<file path="config.mk">
export PLATFORM = sky130hd
export DESIGN_NAME = load_store_unit
export DESIGN_NICKNAME = d
export VERILOG_FILES = /design/src/rtl/load_store_unit.sv
export SDC_FILE = /design/constraint.sdc
export NUM_CORES = 1
export LEC_CHECK = 0
export CAP_MARGIN = 0
export CORE_UTILIZATION = 35
export DETAILED_ROUTE_END_ITERATION = 6
export DONT_BUFFER_PORTS = 1
export PLACE_DENSITY = 0.55
export SKIP_LAST_GASP = 1
export SLEW_MARGIN = 10
export SYNTH_ARGS = -nofsm -noshare
export SYNTH_HDL_FRONTEND = slang
export SYNTH_SLANG_ARGS = --single-unit
</file>
<file path="constraint.sdc">
create_clock -name clock -period 3.3 [get_ports clock]
set_input_delay 0.495 -clock clock [delete_from_list [all_inputs] [get_ports clock]]
set_output_delay 0.495 -clock clock [all_outputs]
set_load 0.03 [all_outputs]
</file>
<file path="src/rtl/load_store_unit.sv">
// -----------------------------------------------------------------------------
// load_store_unit
//
// MEM-stage access controller sitting between the EX/MEM pipeline register and
// a byte-array data memory with a 32-bit big-endian word port (registered,
// one-cycle read latency; whole-word writes only).
//
// Executes LB/LBU/LH/LHU/LW/SB/SH/SW. Loads read one word and pick out the
// addressed byte or half, then sign- or zero-extend it. SB/SH have no byte
// enables to use, so they read the word, merge the new lane in and write the
// whole word back. req_ready doubles as the pipeline stall: it is high only
// while the unit is idle.
//
// Optional feature (compile-time macro MISALIGN_TRAP_EN):
//   defined     - a half access with addr[0]=1, or a word access with
//                 addr[1:0]!=0, completes as an error without touching memory.
//   not defined - misaligned low address bits are ignored (half uses addr[1],
//                 word is forced aligned); resp_error flags illegal ops only.
//
// Parameters
//   ADDR_BITS       physical byte-address bits forwarded to memory
//
// Ports
//   clock           rising-edge clock, shared with the data memory
//   reset           asynchronous, active-high
//   req_valid       request present (sampled only while req_ready=1)
//   req_ready       high iff the FSM is idle
//   req_store       1 = store, 0 = load
//   req_op[2:0]     000 byte, 001 half, 011 word, 100 byte-u, 101 half-u
//   req_addr[31:0]  effective byte address
//   req_wdata[31:0] store data, right-justified
//   resp_valid      one-cycle completion pulse
//   resp_error      qualified by resp_valid: illegal op / misaligned
//   load_data[31:0] extended load result, held until the next response
//   mem_address     word-aligned memory address, bits above ADDR_BITS zero
//   mem_read        memory read strobe
//   mem_write       memory write strobe
//   mem_write_data  word written to memory
//   mem_read_data   memory read data, valid the cycle after mem_read
// -----------------------------------------------------------------------------
module load_store_unit #(
  parameter int ADDR_BITS = 11
) (
  input  logic        clock,
  input  logic        reset,
  input  logic        req_valid,
  output logic        req_ready,
  input  logic        req_store,
  input  logic [2:0]  req_op,
  input  logic [31:0] req_addr,
  input  logic [31:0] req_wdata,
  output logic        resp_valid,
  output logic        resp_error,
  output logic [31:0] load_data,
  output logic [31:0] mem_address,
  output logic        mem_read,
  output logic        mem_write,
  output logic [31:0] mem_write_data,
  input  logic [31:0] mem_read_data
);

  typedef enum logic [2:0] {
    IDLE = 3'd0,
    RD   = 3'd1,
    CAP  = 3'd2,
    MRG  = 3'd3,
    WR   = 3'd4,
    ERR  = 3'd5
  } state_t;

  localparam logic [2:0] OP_B  = 3'b000;
  localparam logic [2:0] OP_H  = 3'b001;
  localparam logic [2:0] OP_W  = 3'b011;
  localparam logic [2:0] OP_BU = 3'b100;
  localparam logic [2:0] OP_HU = 3'b101;

  state_t      state;
  state_t      state_next;
  logic        wr_settle;
  logic        wr_settle_next;

  logic        op_store;
  logic [2:0]  op_code;
  logic [1:0]  op_lane;
  logic [15:0] op_wdata;

  logic        req_illegal;
  logic        req_misaligned;
  logic        accept;

  logic        resp_valid_next;
  logic        resp_error_next;
  logic [31:0] load_data_next;
  logic [31:0] mem_address_next;
  logic [31:0] mem_write_data_next;

  logic [7:0]  rd_byte;
  logic [15:0] rd_half;
  logic [31:0] load_fmt;
  logic [31:0] merged;

  // Strobes and ready come straight from the state so they clear with it.
  // The write strobe covers only the first of the two WR cycles.
  assign req_ready = (state == IDLE);
  assign mem_read  = (state == RD);
  assign mem_write = (state == WR) && !wr_settle;

  // Classify the incoming request. Unsigned sub-word ops only exist for loads.
  always_comb begin
    req_illegal    = 1'b0;
    req_misaligned = 1'b0;
    case (req_op)
      OP_B, OP_H, OP_W: req_illegal = 1'b0;
      OP_BU, OP_HU:     req_illegal = req_store;
      default:          req_illegal = 1'b1;
    endcase
`ifdef MISALIGN_TRAP_EN
    if (req_op[1:0] == 2'b01) begin
      req_misaligned = req_addr[0];
    end else if (req_op == OP_W) begin
      req_misaligned = (req_addr[1:0] != 2'b00);
    end
`endif
  end

  // Lane handling on the word returned by memory. Big-endian: byte k lives in
  // bits [31-8k -: 8], the half at addr[1]=0 is the upper half. Loads extract
  // and extend; SB/SH splice the latched store data into the old word.
  always_comb begin
    rd_byte = 8'h00;
    case (op_lane)
      2'd0:    rd_byte = mem_read_data[31:24];
      2'd1:    rd_byte = mem_read_data[23:16];
      2'd2:    rd_byte = mem_read_data[15:8];
      default: rd_byte = mem_read_data[7:0];
    endcase
    rd_half = op_lane[1] ? mem_read_data[15:0] : mem_read_data[31:16];

    load_fmt = 32'h0;
    case (op_code)
      OP_B:    load_fmt = {{24{rd_byte[7]}}, rd_byte};
      OP_BU:   load_fmt = {24'h0, rd_byte};
      OP_H:    load_fmt = {{16{rd_half[15]}}, rd_half};
      OP_HU:   load_fmt = {16'h0, rd_half};
      OP_W:    load_fmt = mem_read_data;
      default: load_fmt = 32'h0;
    endcase

    merged = mem_read_data;
    if (op_code == OP_B) begin
      case (op_lane)
        2'd0:    merged[31:24] = op_wdata[7:0];
        2'd1:    merged[23:16] = op_wdata[7:0];
        2'd2:    merged[15:8]  = op_wdata[7:0];
        default: merged[7:0]   = op_wdata[7:0];
      endcase
    end else if (op_code == OP_H) begin
      if (op_lane[1]) begin
        merged[15:0] = op_wdata;
      end else begin
        merged[31:16] = op_wdata;
      end
    end
  end

  // Next-state and registered-output logic.
  // WR spends two cycles: the first drives the write strobe, the second lets
  // the memory commit before the completion is reported, so the response
  // always arrives with the unit already idle and ready for the next access.
  always_comb begin
    state_next          = state;
    wr_settle_next      = 1'b0;
    accept              = 1'b0;
    resp_valid_next     = 1'b0;
    resp_error_next     = 1'b0;
    load_data_next      = load_data;
    mem_address_next    = mem_address;
    mem_write_data_next = mem_write_data;

    case (state)
      IDLE: begin
        if (req_valid) begin
          accept           = 1'b1;
          mem_address_next = {{(32-ADDR_BITS){1'b0}}, req_addr[ADDR_BITS-1:2], 2'b00};
          if (req_illegal || req_misaligned) begin
            state_next = ERR;
          end else if (req_store && (req_op == OP_W)) begin
            state_next          = WR;
            mem_write_data_next = req_wdata;
          end else begin
            state_next = RD;
          end
        end
      end
      RD: begin
        state_next = op_store ? MRG : CAP;
      end
      CAP: begin
        load_data_next  = load_fmt;
        resp_valid_next = 1'b1;
        state_next      = IDLE;
      end
      MRG: begin
        mem_write_data_next = merged;
        state_next          = WR;
      end
      WR: begin
        if (!wr_settle) begin
          wr_settle_next = 1'b1;
        end else begin
          resp_valid_next = 1'b1;
          state_next      = IDLE;
        end
      end
      ERR: begin
        resp_valid_next = 1'b1;
        resp_error_next = 1'b1;
        load_data_next  = 32'h0;
        state_next      = IDLE;
      end
      default: begin
        state_next = IDLE;
      end
    endcase
  end

  // State register.
  always_ff @(posedge clock or posedge reset) begin
    if (reset) begin
      state     <= IDLE;
      wr_settle <= 1'b0;
    end else begin
      state     <= state_next;
      wr_settle <= wr_settle_next;
    end
  end

  // Request latch and registered outputs. Only the low half of the store data
  // is kept for SB/SH; SW loads the full word into mem_write_data at accept.
  always_ff @(posedge clock or posedge reset) begin
    if (reset) begin
      op_store       <= 1'b0;
      op_code        <= 3'b000;
      op_lane        <= 2'b00;
      op_wdata       <= 16'h0;
      resp_valid     <= 1'b0;
      resp_error     <= 1'b0;
      load_data      <= 32'h0;
      mem_address    <= 32'h0;
      mem_write_data <= 32'h0;
    end else begin
      if (accept) begin
        op_store <= req_store;
        op_code  <= req_op;
        op_lane  <= req_addr[1:0];
        op_wdata <= req_wdata[15:0];
      end
      resp_valid     <= resp_valid_next;
      resp_error     <= resp_error_next;
      load_data      <= load_data_next;
      mem_address    <= mem_address_next;
      mem_write_data <= mem_write_data_next;
    end
  end

endmodule

</file>
==> flow_metrics.env <==
export IMPL_wl_per_cell_um=24.6
export IMPL_crit_required_ns=3.59
export IMPL_synthArstFlopShare_pct=100
export IMPL_num_vias=4264
export IMPL_antenna_found_initial=0
export IMPL_drcViolationCount=0
export IMPL_grt_use_met2_pct=32.4
export IMPL_tns_ns=0
export IMPL_synth_commonest_cells="dfrtp_1, a221o_1, nand2_1, o21ai_0, nand3_1"
export IMPL_dieHeight_um=127
export IMPL_synth_top_cell_area_share_pct=46.4
export IMPL_htree_levels=3
export IMPL_p_per_area_mw_per_mm2=1110
export IMPL_vias_per_cell=6.21
export IMPL_power_frac_seq_pct=49.5
export IMPL_drive_gt1_share_pct=14.0
export IMPL_grt_overflow=0
export IMPL_clock_power_share_pct=17.7
export IMPL_cts_resized_gates=0
export IMPL_cp_arrival_ns=2.73
export IMPL_synthCells=522
export IMPL_cts_sinks=101
export IMPL_n_antenna_cell=0
export IMPL_cp_buffers_inverters=1
export IMPL_fillCellCount=1482
export IMPL_syn_area_per_cell_um2=10.4
export IMPL_ir_drop_mv=0.353
export IMPL_synth_cell_type_count=51
export IMPL_power_leakage_nw=2.43
export IMPL_grt_util_all_layers_pct=21.4
export IMPL_dpl_cell_area_mm2=0.00548
export IMPL_status="completed"
export IMPL_synth_main_ff_cell="dfrtp_1"
export IMPL_intPower_w=0.00339
export IMPL_hold_buffers=0
export IMPL_grt_setup_unrepaired="no"
export IMPL_top_usage_layer="met2"
export IMPL_synth_yosys_seq_area_share_pct=46.4
export IMPL_end_kind="flip-flop"
export IMPL_grt_pass1_vias=4115
export IMPL_synth_seq_cells=101
export IMPL_crit_chain="inv_1 > nor4_4 > a221o_1"
export IMPL_ant_nets=0
export IMPL_syn_area_mm2=0.00545
export IMPL_p_switching_w=0.00302
export IMPL_dieArea_mm2=0.0161
export IMPL_hold_ws_ns=0.111
export IMPL_fin_worst_skew_ns=0.00756
export IMPL_cts_tree="yes"
export IMPL_grt_max_degree=53
export IMPL_cp_start_kind="flip-flop"
export IMPL_finalHoldViolations=0
export IMPL_comb_power_share_pct=32.7
export IMPL_grt_pass1_wl_um=25600
export IMPL_final_area_mm2=0.00580
export IMPL_start_util_pct=35.9
export IMPL_fmax_ghz=0.410
export IMPL_drv_cap=0
export IMPL_yosysMostFrequentCell="dfrtp_1"
export IMPL_synth_edff_count=0
export IMPL_tightest_slew_ns=1.09
export IMPL_cpPeakStageDelay_ns=0.95
export IMPL_cts_root_buf="clkbuf_16"
export IMPL_clkTransAtPathRegs_ns=0.07
export IMPL_io_buffers=0
export IMPL_syn2layout_area_growth_pct=6.34
export IMPL_gp_congestion=0.895
export IMPL_fin_crit_ns=2.44
export IMPL_insertion_delay_ns=0.36
export IMPL_use_met1_pct=28.9
export IMPL_slowest_stage="nor4_4"
export IMPL_setup_viol=0
export IMPL_cp_top_family="simple AND/OR/NAND/NOR gates"
export IMPL_dp_hpwl_um=12500
export IMPL_max_slew_margin_rel_pct=27.1
export IMPL_initialDrtViolationCount=366
export IMPL_dieWidth_um=127
export IMPL_synth_area_top_cells="dfrtp_1, a221o_1, mux2_2"
export IMPL_min_delay_path_class="in -> async"
export IMPL_io_pins=204
export IMPL_grt_use_met3_pct=7.25
export IMPL_routed_wl_um=16900
export IMPL_yosys_area_top_type="dfrtp_1"
export IMPL_fin_nets=598
export IMPL_period_share_pct=73.9
export IMPL_cts_buffers=9
export IMPL_swShare_pct=47.1
export IMPL_slew_viol_final=0
export IMPL_num_rows=45
export IMPL_worstSetupPathType="reg -> reg"
export IMPL_firstDrtPassIters=5
export IMPL_yosysWarnings=0
export IMPL_crit_fanout=19
export IMPL_core_mm2=0.0152
export IMPL_postCtsSetupBuffers=0
export IMPL_cts_max_path_buffers=2
## worst register-to-register path, cell delays in order, from the launching register on
cell and delay (ns):
dfrtp_1 0.73, inv_1 0.41, nor4_4 0.95, a221o_1 0.29
## power groups by stage
stage	registers (W)	logic [W]	clock network (W)
6_report	0.00318	0.00210	0.00114
5_1_grt	0.00326	0.00233	0.00121
4_1_cts	0.00318	0.00211	0.00116
3_5_place_dp	0.00320	0.00209	0
3_3_place_gp	0.00319	0.00206	0
2_1_floorplan	0.00287	0.00191	0
## layout make-up
type	instances	area [µm²]	share of cell area (%)
clock inverters	6	87.6	1.51
well taps	188	235	4.06
multi-input cells	367	2610	45.0
clock buffers	9	225	3.89
inverters	6	25.0	0.432
flip-flops and latches	101	2530	43.6
repair buffers	10	87.6	1.51
## cells by family after synthesis
kind of cell	Yosys count	share of synthesized area, %
compound gates	174	24.0
simple gates	123	12.1
flops	101	46.4
buf+inv	76	7.46
mux	47	9.99
other cells	1	0.0688
## path summary, 6_finish.rpt
kind / start / to / slack [ns] / cells after the start
min in group clock: req_wdata[12] / mem_write_data[12] / 0.26 / 2
max in group asynchronous: reset / mem_write_data[10] / 2.49 / 2
setup reg to reg: op_code[0] / load_data[18] / 0.86 / 3
setup / recovery: op_code[0] / load_data[18] / 0.86 / 3
hold / removal: reset / load_data[8] / 0.11 / 1
hold reg to reg: op_store / op_store / 0.51 / 1
## stage by stage
| step | power (W) | std cells | util (%) | worst slack, ns |
|---|---|---|---|---|
| after global routing | 0.00680 | 687 | 38.1 | 0.719 |
| after global placement | 0.00525 | 672 | 36.1 | 0.969 |
| after CTS | 0.00645 | 687 | 38.1 | 0.887 |
| after floorplan | 0.00478 | 544 | - | 0.158 |
| final | 0.00642 | 687 | 38.1 | 0.861 |
| after detailed placement | 0.00530 | 672 | 36.1 | 0.915 |
## metal layers
metal	up-vias	routed length [µm]
met5	-	0
met4	0	259
met3	20	1670
met2	197	7770
met1	2152	7200
li1	1895	-
## sequential cells by signal (all words and copies together), names as in the netlist
register / flops
op_wdata: 16
op_store: 1
op_lane: 2
op_code: 3
state: 3
mem_address: 9
resp_error: 1
mem_write_data: 32
resp_valid: 1
wr_settle: 1
load_data: 32
## cell usage in the layout, fill, tap and decap left out, types with 15 or more instances in the layout
cell type  count
a21oi_1       27
nand2_1       41
a221o_1       43
mux2i_1       15
o21ai_0       39
dfrtp_1      101
mux2_2        29
conb_1        23
a22oi_1       19
nand3_1       32
(Power assumes the default switching activity.)
